--- src/rtl/fetch_pkg.sv ---
// Shared widths, constants and the queue entry type for the instruction fetch queue.
package fetch_pkg;
    localparam int XLEN   = 64;
    localparam int INST_W = 32;
    localparam logic [XLEN-1:0]   PC_STEP = 64'd4;
    localparam logic [INST_W-1:0] NOP     = 32'h00000013;

    typedef struct packed {
        logic [XLEN-1:0]   pc;
        logic [INST_W-1:0] inst;
    } fetch_entry_t;

    function automatic logic [XLEN-1:0] align_pc(input logic [XLEN-1:0] pc);
        return {pc[XLEN-1:2], 2'b00};
    endfunction
endpackage

--- src/rtl/fetch_fifo.sv ---
// DEPTH-entry {pc,inst} FIFO with push/pop/flush; simultaneous push+pop on full is legal.
module fetch_fifo
    import fetch_pkg::*;
#(
    parameter int DEPTH = 4,
    localparam int PTR_W = $clog2(DEPTH),
    localparam int CNT_W = PTR_W + 1,
    localparam int ENT_W = $bits(fetch_entry_t)
) (
    input  logic             clk,
    input  logic             reset,
    input  logic             push_i,
    input  logic             pop_i,
    input  logic             flush_i,
    input  logic [ENT_W-1:0] data_i,
    output logic [ENT_W-1:0] head_o,
    output logic             full_o,
    output logic             empty_o,
    output logic [CNT_W-1:0] count_o
);
    logic [ENT_W-1:0] mem_q [DEPTH];
    logic [PTR_W-1:0] wr_ptr_q, rd_ptr_q;
    logic [CNT_W-1:0] count_q;
    logic             do_push, do_pop;

    assign empty_o = (count_q == '0);
    assign full_o  = (count_q == CNT_W'(DEPTH));
    assign count_o = count_q;
    assign head_o  = mem_q[rd_ptr_q];
    assign do_pop  = pop_i && !empty_o;
    assign do_push = push_i && (!full_o || do_pop);

    always_ff @(posedge clk or negedge reset) begin
        if (!reset) begin
            wr_ptr_q <= '0;
            rd_ptr_q <= '0;
            count_q  <= '0;
            for (int i = 0; i < DEPTH; i++) mem_q[i] <= '0;
        end else if (flush_i) begin
            wr_ptr_q <= '0;
            rd_ptr_q <= '0;
            count_q  <= '0;
        end else begin
            if (do_push) begin
                mem_q[wr_ptr_q] <= data_i;
                wr_ptr_q        <= wr_ptr_q + PTR_W'(1);
            end
            if (do_pop) rd_ptr_q <= rd_ptr_q + PTR_W'(1);
            count_q <= count_q + CNT_W'(do_push) - CNT_W'(do_pop);
        end
    end
endmodule

--- src/rtl/fetch_queue.sv ---
// Instruction prefetch queue: credit-limited fetch, in-order responses, redirect flush/drop.
// Define FETCH_QUEUE_BYPASS_EN to forward a response straight to out_* when the queue is empty.
module fetch_queue
    import fetch_pkg::*;
#(
    parameter int              DEPTH    = 4,
    parameter logic [XLEN-1:0] RESET_PC = 64'h0
) (
    input  logic              clk,
    input  logic              reset,
    output logic              imem_req,
    output logic [XLEN-1:0]   imem_addr,
    input  logic              imem_req_ready,
    input  logic              imem_rsp_valid,
    input  logic [INST_W-1:0] imem_rsp_data,
    input  logic              redirect_valid,
    input  logic [XLEN-1:0]   redirect_pc,
    output logic              out_valid,
    input  logic              out_ready,
    output logic [XLEN-1:0]   out_pc,
    output logic [INST_W-1:0] out_inst
);
    localparam int CNT_W = $clog2(DEPTH) + 1;

    logic [XLEN-1:0]  fetch_pc_q, fetch_pc_d;
    logic [XLEN-1:0]  rsp_pc_q, rsp_pc_d;
    logic [CNT_W-1:0] inflight_q, inflight_d;
    logic [CNT_W-1:0] drop_cnt_q, drop_cnt_d;

    logic             accept, rsp_ok, rsp_keep, bypass, push, pop;
    logic             fifo_full, fifo_empty;
    logic [CNT_W-1:0] fifo_count;
    fetch_entry_t     head_e, push_e;

    // Inflight includes responses still owed for dropped requests, so the credit stays safe.
    assign imem_req  = reset && !redirect_valid &&
                       (({1'b0, fifo_count} + {1'b0, inflight_q}) < (CNT_W + 1)'(DEPTH));
    assign imem_addr = fetch_pc_q;
    assign accept    = imem_req && imem_req_ready;

    assign rsp_ok   = imem_rsp_valid && (inflight_q != '0);
    assign rsp_keep = rsp_ok && (drop_cnt_q == '0) && !redirect_valid;

`ifdef FETCH_QUEUE_BYPASS_EN
    assign bypass    = fifo_empty && rsp_keep && out_ready;
    assign out_valid = !fifo_empty || bypass;
    assign out_pc    = bypass ? rsp_pc_q : head_e.pc;
    assign out_inst  = bypass ? imem_rsp_data : head_e.inst;
`else
    assign bypass    = 1'b0;
    assign out_valid = !fifo_empty;
    assign out_pc    = head_e.pc;
    assign out_inst  = head_e.inst;
`endif

    assign push   = rsp_keep && !bypass && (!fifo_full || pop);
    assign pop    = !fifo_empty && out_ready && !redirect_valid;
    assign push_e = '{pc: rsp_pc_q, inst: imem_rsp_data};

    // Responses return in order and fetch is sequential between redirects, so the PC of the
    // next kept response is simply a running pointer.
    always_comb begin
        fetch_pc_d = fetch_pc_q;
        rsp_pc_d   = rsp_pc_q;
        inflight_d = inflight_q + CNT_W'(accept) - CNT_W'(rsp_ok);
        drop_cnt_d = drop_cnt_q;
        if (redirect_valid) begin
            fetch_pc_d = align_pc(redirect_pc);
            rsp_pc_d   = align_pc(redirect_pc);
            drop_cnt_d = inflight_d;
        end else begin
            if (accept)   fetch_pc_d = fetch_pc_q + PC_STEP;
            if (rsp_keep) rsp_pc_d   = rsp_pc_q + PC_STEP;
            if (rsp_ok && drop_cnt_q != '0) drop_cnt_d = drop_cnt_q - CNT_W'(1);
        end
    end

    always_ff @(posedge clk or negedge reset) begin
        if (!reset) begin
            fetch_pc_q <= RESET_PC;
            rsp_pc_q   <= RESET_PC;
            inflight_q <= '0;
            drop_cnt_q <= '0;
        end else begin
            fetch_pc_q <= fetch_pc_d;
            rsp_pc_q   <= rsp_pc_d;
            inflight_q <= inflight_d;
            drop_cnt_q <= drop_cnt_d;
        end
    end

    fetch_fifo #(.DEPTH(DEPTH)) u_fifo (
        .clk     (clk),
        .reset   (reset),
        .push_i  (push),
        .pop_i   (pop),
        .flush_i (redirect_valid),
        .data_i  (push_e),
        .head_o  (head_e),
        .full_o  (fifo_full),
        .empty_o (fifo_empty),
        .count_o (fifo_count)
    );
endmodule

--- config.mk ---
export PLATFORM = sky130hd
export DESIGN_NAME = fetch_queue
export DESIGN_NICKNAME = d
export VERILOG_FILES = /design/src/rtl/fetch_pkg.sv /design/src/rtl/fetch_fifo.sv /design/src/rtl/fetch_queue.sv
export SDC_FILE = /design/constraint.sdc
export NUM_CORES = 1
export LEC_CHECK = 0
export ABC_AREA = 1
export BUFFER_PORTS_ARGS = -buffer_cell sky130_fd_sc_hd__buf_4
export CAP_MARGIN = 25
export CORE_MARGIN = 2
export CORE_UTILIZATION = 30
export DETAILED_ROUTE_END_ITERATION = 16
export MAX_ROUTING_LAYER = met4
export SLEW_MARGIN = 25
export SYNTH_ARGS = -nofsm -noshare
export SYNTH_HDL_FRONTEND = slang
export SYNTH_SLANG_ARGS = --single-unit
export TNS_END_PERCENT = 20
--- constraint.sdc ---
create_clock -name clk -period 3.73 [get_ports clk]
set_input_delay 0.373 -clock clk [delete_from_list [all_inputs] [get_ports clk]]
set_output_delay 0.373 -clock clk [all_outputs]
set_load 0.01 [all_outputs]
==> results.toml <==
[setup_path]
crit_family = "flip-flops"
start_kind = "flip-flop"
critPathKind = "flip-flop to output port"
r2r-start = "u_fifo.count_o[1]$_DFF_PN0_"
crit_fanout = 66
crit_path_end_kind = "output port"
cp.required_ns = 3.36
path_buf_inv = 3
cpPeakStageDelay_ns = 0.73
reg2reg_slack_ns = 1.00
reg2regPathDepth = 13
worstReg2RegEnd = "drop_cnt_q[2]$_DFFE_PN0P_"
slowest_stage = "dfrtp_4"
path_cells = "inv_2 -> buf_12 -> o21ai_0 -> o22ai_1 -> buf_4"
arrival_ns = 2.66

[power_and_ir_drop]
intPower_w = 0.0126
swShare_pct = 36.6
power_frac_comb_pct = 33.5
p_leak_nw = 15.1
total_power_w = 0.0198
seqPwrFrac_pct = 37.9
peakVddDrop_v = 0.000358
p_per_area_mw_per_mm2 = 625
pwr-share-clk_pct = 28.6
p_sw_w = 0.00727

[die]
start_util_pct = 30.1
die_w_um = 301
io_pins = 264
core_area_mm2 = 0.0880
num_rows = 109
dieArea_mm2 = 0.0908
dieHeight_um = 301

[flow_run]
cap_violations = 0

[final_layout]
multiInputGateArea_mm2 = 0.0118
layout_common_cells = "nand2_1 (761), nor2_1 (674), dfrtp_1 (511)"
syn_to_final_growth_pct = 19.7
regArea_mm2 = 0.0128
n_fill_cell = 9293
final_common_cell = "nand2_1"
drive_gt1_share_pct = 11.5
final_nets = 3832

[timing]
worst_pin_slew_ns = 0.967
maxSlewHeadroom_pct = 35.5
rsz0062_at_grt = "no"
max_freq_mhz = 330
fin_skew_ns = 0.0238
drv_slew = 0
setup-violations-final = 0
fin_crit_ns = 3.03
finalCritPeriodShare_pct = 81.4
setup_tns_ns = 0
finalHoldViolations = 0

[clock_network]
cts_setup_buffers = 0
htree_num_levels = 2
cts_num_sinks = 513
clkTransAtPathRegs_ns = 0.06
clk_path_buf_depth = 3
clock_latency_ns = 0.64
cts_root_buffer = "clkbuf_16"
cts.repair.resized = 0
cts_tree = "done"
cts-buffers-inserted = 55

[drt]
ant_nets = 0
vias_per_cell = 5.03
drt-initial-drc-count = 2313
drc = 0
wl_per_cell_um = 19.1
firstDrtPassIters = 7
routed_wl_um = 93800
vias = 24781

[global_routing]
grt_max_degree = 178
grt_pass1_vias = 23470
antenna_found_initial = 4
track_usage_pct = 20.9
grt_pass1_wl_um = 143000
grt-ovfl-total = 0

[worst_hold_path]
hold_class = "primary input to flip-flop"
whs_path_depth = 3
holdCritStartpoint = "redirect_pc[47]"
min_to = "rsp_pc_q[47]$_DFFE_PN0N_"

[logic_synthesis]
syn_avg_cell_area_um2 = 7.55
synthCells = 3511
synthDistinctLibCells = 42
ys_seq_elements = 513
synth_area_mm2 = 0.0265
ys_warn_count = 0
ys_seq_area_share_pct = 48.4

[outcome]
status = "completed"

[placed_design]
hpwlAfterDp_um = 64200
port_buffers = 257
routabilityCongestion = 0.940
-- cell usage after synthesis (all sizes together) --
cell type	number	area (um^2)
nor3	36	180
buf	86	583
and2	3	18.8
ha	14	175
xor2	32	280
nor4	2	12.5
a31oi	6	37.5
o31ai	5	37.5
conb	1	3.75
clkinv	1	3.75
nand4	49	307
dfrtp	513	12800
o21ai	390	1950
nand2	767	2900
nand3	155	776
xnor2	9	78.8
o211ai	28	210
a22oi	1	7.51
o311ai	2	17.5
nor2	680	2590
o221ai	5	43.8
or2	1	6.26
a21oi	275	1450
inv	230	866
and3	2	12.5
o21bai	3	22.5
nand3b	5	37.5
clkbuf	113	425
o22ai	95	594
fa	2	40.0
-- how the worst max path moves through the flow --
stage	start	end	slack (ns)	depth (start not counted)
after floorplan	u_fifo.count_o[1]$_DFF_PN0_	drop_cnt_q[2]$_DFFE_PN0P_	0.81	14
after global placement	u_fifo.count_o[1]$_DFF_PN0_	drop_cnt_q[2]$_DFFE_PN0P_	1.02	13
after detailed placement	u_fifo.count_o[1]$_DFF_PN0_	drop_cnt_q[2]$_DFFE_PN0P_	1.01	13
after CTS	u_fifo.rd_ptr_q[1]$_DFFE_PN0P_	out_pc[36]	0.65	5
after global routing	u_fifo.rd_ptr_q[1]$_DFFE_PN0P_	out_pc[36]	0.60	5
final	u_fifo.rd_ptr_q[1]$_DFFE_PN0P_	out_pc[36]	0.70	5
-- state kept, by name, summed over array words and instances (netlist names) --
name             cells
u_fifo.count_o       3
imem_addr           62
rsp_pc_q            62
u_fifo.wr_ptr_q      2
inflight_q           3
drop_cnt_q           3
u_fifo.rd_ptr_q      2
u_fifo.mem_q       376
-- kinds of logic after synthesis --
kind of cell	after synthesis	synth area share, %
AND/OR/NAND/NOR	1700	25.8
adder cells (fa/ha/maj)	16	0.812
AO/OA/AOI/OAI	810	16.5
XOR/XNOR	41	1.35
flip-flops	513	48.4
buffers and inverters	430	7.08
other	1	0.0141
-- routing by layer --
layer | track usage (%) | routed length, um | part of all wire (%)
met5 | - | 0 | 0
met2 | 32.0 | 42700 | 45
met1 | 29.0 | 42400 | 45
met3 | 2.77 | 6390 | 6.8
met4 | 5.92 | 2380 | 2.5
-- worst register-to-register path: stages, from the launching register on --
cell,delay [ns]
dfrtp_1,0.44
ha_1,0.29
nand3_1,0.08
nand3_1,0.06
nor2_1,0.18
nand2_2,0.07
ha_1,0.27
inv_1,0.04
ha_1,0.18
fa_1,0.38
xnor2_1,0.18
xor2_1,0.22
o22ai_1,0.09
a31oi_1,0.17
-- cell type report --
class / instances / area share [%]
flip-flops and latches: 513 / 40.5
multi-input cells: 2571 / 37.3
repair buffers: 342 / 9.05
clock buffers: 81 / 5.03
well taps: 1165 / 4.59
inverters: 231 / 2.76
clock inverters: 17 / 0.797
diodes: 4 / 0.0315
-- what timing repair did --
item,4_1_cts,5_1_grt
hold buffers,34,0
hold endpoints to repair,151,0
setup endpoints to repair,0,0
-- metrics by stage --
stage               cells  setup WS [ns]  cell area [um^2]  hold WS (ns)  utilization [%]
finish               4924          0.695             31700        0.0462             36.1
global route         4924          0.598             31700        0.0400             36.1
CTS                  4919          0.646             31700      0.000732             36.0
detailed placement   4787           1.01             29500         0.260             33.5
global placement     4787           1.02             29500         0.262             33.5
floorplan            3514          0.809             26500        0.0774                -
-- power groups by stage --
stage                     Sequential, W  Clock, W  Combinational [W]
after floorplan                 0.00737         0            0.00361
after detailed placement        0.00758         0            0.00668
after global routing            0.00765   0.00606            0.00737
after CTS                       0.00749   0.00582            0.00673
final                           0.00751   0.00568            0.00664
after global placement          0.00756         0            0.00661
Note: power is estimated with default switching activity, not from simulation.
